===== config.mk =====
export PLATFORM = sky130hd
export DESIGN_NAME = digi_ota_array
export DESIGN_NICKNAME = d
export VERILOG_FILES = /design/src/rtl/digi_ota_pkg.sv /design/src/rtl/digi_ota_chan.sv /design/src/rtl/digi_ota_array.sv
export SDC_FILE = /design/constraint.sdc
export NUM_CORES = 1
export LEC_CHECK = 0
export BUFFER_PORTS_ARGS = -buffer_cell sky130_fd_sc_hd__buf_2
export CORE_MARGIN = 5
export CORE_UTILIZATION = 51
export CTS_CLUSTER_SIZE = 12
export DETAILED_ROUTE_END_ITERATION = 8
export PLACE_DENSITY = 0.81
export REMOVE_ABC_BUFFERS = 1
export SYNTH_ARGS = -nofsm -noshare
export SYNTH_HDL_FRONTEND = slang
export SYNTH_SLANG_ARGS = --single-unit

===== constraint.sdc =====
create_clock -name clk -period 5.15 [get_ports clk]
set_input_delay 0.7725 -clock clk [delete_from_list [all_inputs] [get_ports clk]]
set_output_delay 0.7725 -clock clk [all_outputs]
set_load 0.03 [all_outputs]

===== src/rtl/digi_ota_pkg.sv =====
// Shared types and constants for the digital OTA comparator array.
package digi_ota_pkg;

  typedef enum logic [1:0] {
    DEC_LOW  = 2'd0,
    DEC_HIGH = 2'd1,
    DEC_HOLD = 2'd2
  } dec_t;

  localparam logic MODE_FREE    = 1'b0;
  localparam logic MODE_SAMPLED = 1'b1;

  // Persistence counter only needs to reach FILT_TH-1.
  function automatic int fcnt_width(input int th);
    return (th > 1) ? $clog2(th) : 1;
  endfunction

  localparam int FILT_TH_DEFAULT = 4;
  localparam int FCNT_W_DEFAULT  = fcnt_width(FILT_TH_DEFAULT);

endpackage


===== src/rtl/digi_ota_chan.sv =====
// One comparator channel: synchroniser, tie-hold decision, persistence filter,
// saturating flip-event counter.
module digi_ota_chan
  import digi_ota_pkg::*;
#(
  parameter int SYNC_STAGES = 2,
  parameter int FILT_TH     = 4,
  parameter int CNT_W       = 8
) (
  input  logic             clk,
  input  logic             rst,
  input  logic             eval,
  input  logic             cnt_clr,
  input  logic             vip,
  input  logic             vin,
  output logic             out,
  output logic             chg,
  output logic [CNT_W-1:0] cnt
);

  localparam int FW = fcnt_width(FILT_TH);
  localparam logic [FW-1:0] LAST = FW'(FILT_TH - 1);

  logic [SYNC_STAGES-1:0] sync_p, sync_n;
  logic [FW-1:0]          fcnt;
  dec_t                   dec;
  logic                   disagree;
  logic                   flip;

  // NOTE: sequential state uses non-blocking assignments so every flop samples
  // pre-edge values regardless of process ordering.
  always_ff @(posedge clk or posedge rst) begin
    if (rst) begin
      sync_p <= '0;
      sync_n <= '0;
    end else begin
      sync_p <= {sync_p[SYNC_STAGES-2:0], vip};
      sync_n <= {sync_n[SYNC_STAGES-2:0], vin};
    end
  end

  // NOTE: defaults first in combinational blocks so no path infers a latch.
  always_comb begin
    dec = DEC_HOLD;
    if (sync_p[SYNC_STAGES-1] && !sync_n[SYNC_STAGES-1])
      dec = DEC_HIGH;
    else if (!sync_p[SYNC_STAGES-1] && sync_n[SYNC_STAGES-1])
      dec = DEC_LOW;
  end

  assign disagree = ((dec == DEC_HIGH) && !out) || ((dec == DEC_LOW) && out);
  assign flip     = eval && disagree && (fcnt == LAST);

  always_ff @(posedge clk or posedge rst) begin
    if (rst) begin
      fcnt <= '0;
      out  <= 1'b0;
      chg  <= 1'b0;
    end else begin
      chg <= 1'b0;
      if (eval) begin
        if (!disagree) begin
          fcnt <= '0;
        end else if (flip) begin
          out  <= ~out;
          chg  <= 1'b1;
          fcnt <= '0;
        end else begin
          fcnt <= fcnt + 1'b1;
        end
      end
    end
  end

  // Clear beats a coincident flip; saturates instead of wrapping.
  always_ff @(posedge clk or posedge rst) begin
    if (rst)
      cnt <= '0;
    else if (cnt_clr)
      cnt <= '0;
    else if (flip && (cnt != '1))
      cnt <= cnt + 1'b1;
  end

endmodule


===== src/rtl/digi_ota_array.sv =====
// Multi-channel clocked comparator array: evaluation gating plus registered
// event-count readback around NCH independent channels.
module digi_ota_array
  import digi_ota_pkg::*;
#(
  parameter int NCH         = 4,
  parameter int SYNC_STAGES = 2,
  parameter int FILT_TH     = 4,
  parameter int CNT_W       = 8,
  localparam int SEL_W      = (NCH > 1) ? $clog2(NCH) : 1
) (
  input  logic             clk,
  input  logic             rst,
  input  logic             ena,
  input  logic             mode,
  input  logic             sample_en,
  input  logic [NCH-1:0]   vip,
  input  logic [NCH-1:0]   vin,
  input  logic [SEL_W-1:0] cnt_sel,
  input  logic             cnt_clr,
  output logic [NCH-1:0]   out,
  output logic [NCH-1:0]   chg,
  output logic [CNT_W-1:0] evt_cnt
);

  logic             eval;
  logic [CNT_W-1:0] cnt [NCH];
  logic [CNT_W-1:0] sel_cnt;

  assign eval = ena && ((mode == MODE_FREE) || ((mode == MODE_SAMPLED) && sample_en));

  for (genvar i = 0; i < NCH; i++) begin : g_chan
    digi_ota_chan #(
      .SYNC_STAGES(SYNC_STAGES),
      .FILT_TH    (FILT_TH),
      .CNT_W      (CNT_W)
    ) u_chan (
      .clk    (clk),
      .rst    (rst),
      .eval   (eval),
      .cnt_clr(cnt_clr),
      .vip    (vip[i]),
      .vin    (vin[i]),
      .out    (out[i]),
      .chg    (chg[i]),
      .cnt    (cnt[i])
    );
  end

  // Unmatched selects (>= NCH) fall through to zero.
  always_comb begin
    sel_cnt = '0;
    for (int i = 0; i < NCH; i++)
      if (cnt_sel == SEL_W'(i))
        sel_cnt = cnt[i];
  end

  always_ff @(posedge clk or posedge rst) begin
    if (rst)
      evt_cnt <= '0;
    else
      evt_cnt <= sel_cnt;
  end

endmodule


==> results.cfg <==
[outcome]
status = finished clean

[drt]
wl_microns = 6440
route.detailed.drc = 0
wl_per_cell_microns = 16.0
via_per_inst = 5.94
drt_pre_antenna_iters = 4
drt-initial-drc-count = 120
vias = 2398
antenna_left = 0

[placement]
gp_congestion = 0.859
hpwl_microns = 4520
place_ws_ps = 2700
io_buffers = 31

[clocking]
cts_setup_buffers = 0
clk_pin_slew_ps = 80
numCtsBuffers = 9
clock-root-buffer = clkbuf_8
hold_buffers = 0
cts_max_level = 3
cts.sinks = 72
clk_latency_ps = 350
cts_max_path_buffers = 2
ctsResizeCount = 0
cts_tree = yes

[grt]
grt_pass1_wl_microns = 11200
antenna_found_initial = 0
grt_pass1_vias = 2442
grtUsageTotal_pct = 16.6
grt_max_degree = 73
grt_overflow = 0

[timing]
setup_tns_ps = 0
hold_viol_final = 0
slew_headroom_pct = 42.9
worst_slack_ps = 3050
rsz0062_at_grt = false
finalMaxSlewViolations = 0
finalSetupViolations = 0
tightest_slew_ps = 857
fmax_ghz = 0.477
min_period_ps = 2100
post-route-period-util_pct = 40.7
whs_ps = 345
fin_skew_ps = 14.1

[setup_path]
cp_num_buf_inv = 1
path_cells = buf_2 -> nand2b_1 -> o2111ai_2 -> nor4_1 -> mux2_1
crit_family = simple AND/OR/NAND/NOR gates
slowest_stage = nor4_1
crit_path_end_kind = register
slowest_delay_ps = 450
cp_data_arrival_time_ps = 2340
cp_max_fo = 13
path_class = input port to register
crit_path_start_kind = input port
required_ps = 5390

[finish]
layout.nets = 346
postLayoutCoreUtil_pct = 59.1
layout-drive-gt1-share_pct = 21.4
n_antenna_cell = 0
area_growth_pct = 11.2

[synthesis]
syn_inst = 298
synth_area_sq_um = 3410
ys_warn_count = 0
yosysTopAreaCellShare_pct = 52.8
synthTopCellsByArea = dfrtp_1 (53%), mux4_2 (5.3%), a21oi_1 (3.4%)
ys_ff_latch = 72
ys_top_cells_by_count = dfrtp_1 (72), nor2_1 (28), a21oi_1 (23), nand3_1 (16), o31ai_1 (11)
yosysTopAreaCell = dfrtp_1
avgSynthCellArea_sq_um = 11.4
ys_seq_area_share_pct = 52.8
synth_ff_type = dfrtp_1
synth.distinct_cells = 36
synth_most_common_cell = dfrtp_1
async_flop_share_pct = 100
synth_enable_flop_cells = 0

[die]
initial_utilization_pct = 53.1
die_area_sq_um = 8430
die_w_microns = 91.8
core_area_sq_um = 6420
num_rows = 29
boundaryPins = 32
die_h_microns = 91.8

[power]
vdd_drop_max_uv = 181
switching_share_pct = 22.3
switchingPower_uw = 265
clock_power_share_pct = 45.5
pwr-share-comb_pct = 5.0
p_leak_nw = 1.66
p_seq_share_pct = 49.5
power_density_nw_per_um2 = 314
p_int_uw = 926

[job]
drv_cap = 0

[worst_hold_path]
hp-class = register to register
worst register-to-register path, stage by stage (launching register included):
cell and delay (ps):
dfrtp_1 430, nor3b_2 240, o2111ai_2 340, nor4_1 450, mux2_1 360
power by group through the flow:
| stage | Sequential (mW) | Combinational (mW) | Clock, mW |
|---|---|---|---|
| global route | 0.592 | 0.0680 | 0.572 |
| detailed placement | 0.601 | 0.0614 | 0 |
| CTS | 0.590 | 0.0618 | 0.552 |
| global placement | 0.600 | 0.0594 | 0 |
| finish | 0.590 | 0.0601 | 0.542 |
| floorplan | 0.604 | 0.0322 | 0 |
routing by layer:
metal	GRT usage [%]	up-vias	routed length, microns
met5	0	-	0
met4	7.67	0	132
met3	4.01	15	272
met2	27.4	57	3270
met1	20.8	1177	2770
li1	-	1149	-
area by class of cell:
class / instances / area, sq um
Fill cell: 511 / 2630
Sequential cell: 72 / 1800
Multi-Input combinational cell: 196 / 1450
Timing Repair Buffer: 32 / 163
Clock buffer: 10 / 128
Clock inverter: 6 / 115
Tap cell: 77 / 96.3
Inverter: 11 / 41.3
final timing paths:
kind,startpoint,end,slack [ps],depth (start not counted)
max,sample_en,g_chan[2].u_chan.cnt[6],3050,5
min,g_chan[2].u_chan.sync_n[0],g_chan[2].u_chan.sync_n[1],350,0
max reg2reg,g_chan[2].u_chan.out,g_chan[2].u_chan.cnt[6],3220,4
min reg2reg,g_chan[2].u_chan.sync_n[0],g_chan[2].u_chan.sync_n[1],350,0
max in group asynchronous,rst,g_chan[0].u_chan.cnt[2],3930,3
min in group asynchronous,rst,g_chan[3].u_chan.cnt[4],680,3
registers in the layout, indices dropped and copies added (netlist names):
signal and cells:
g_chan.u_chan.chg 4, g_chan.u_chan.sync_n 8, evt_cnt 8, g_chan.u_chan.cnt 32, g_chan.u_chan.sync_p 8, g_chan.u_chan.out 4, g_chan.u_chan.fcnt 8
layout by cell type (no fill, tap or decap), drive strengths merged, types with 3 or more instances in the layout:
master / count
dfrtp: 72
buf: 32
nor2: 28
a21oi: 23
nand3: 16
inv: 13
o31ai: 11
or3: 10
or4: 10
clkbuf: 10
nand2b: 9
nand2: 9
a22o: 8
mux4: 8
ha: 8
nor4: 6
o21ai: 6
nor3b: 4
nand4: 4
mux2i: 4
nor2b: 4
mux2: 4
xnor2: 4
nor3: 4
and3b: 4
o2111ai: 4
bufinv: 3
metrics by stage:
step | instance area [sq um] | cells | total power [mW]
6_report | 3790 | 404 | 1.19
2_1_floorplan | 3290 | 279 | 0.636
3_5_place_dp | 3550 | 388 | 0.662
4_1_cts | 3790 | 404 | 1.20
5_1_grt | 3790 | 404 | 1.23
3_3_place_gp | 3550 | 388 | 0.659
kinds of logic after synthesis:
logic type               share of synthesized area, %
adder cells (fa/ha/maj)                          2.93
buffers and inverters                            4.73
multiplexers                                     7.77
AND/OR/NAND/NOR                                  18.3
AO/OA/AOI/OAI                                    12.4
flip-flops                                       52.8
XOR/XNOR                                         1.03
(Power assumes the default switching activity.)
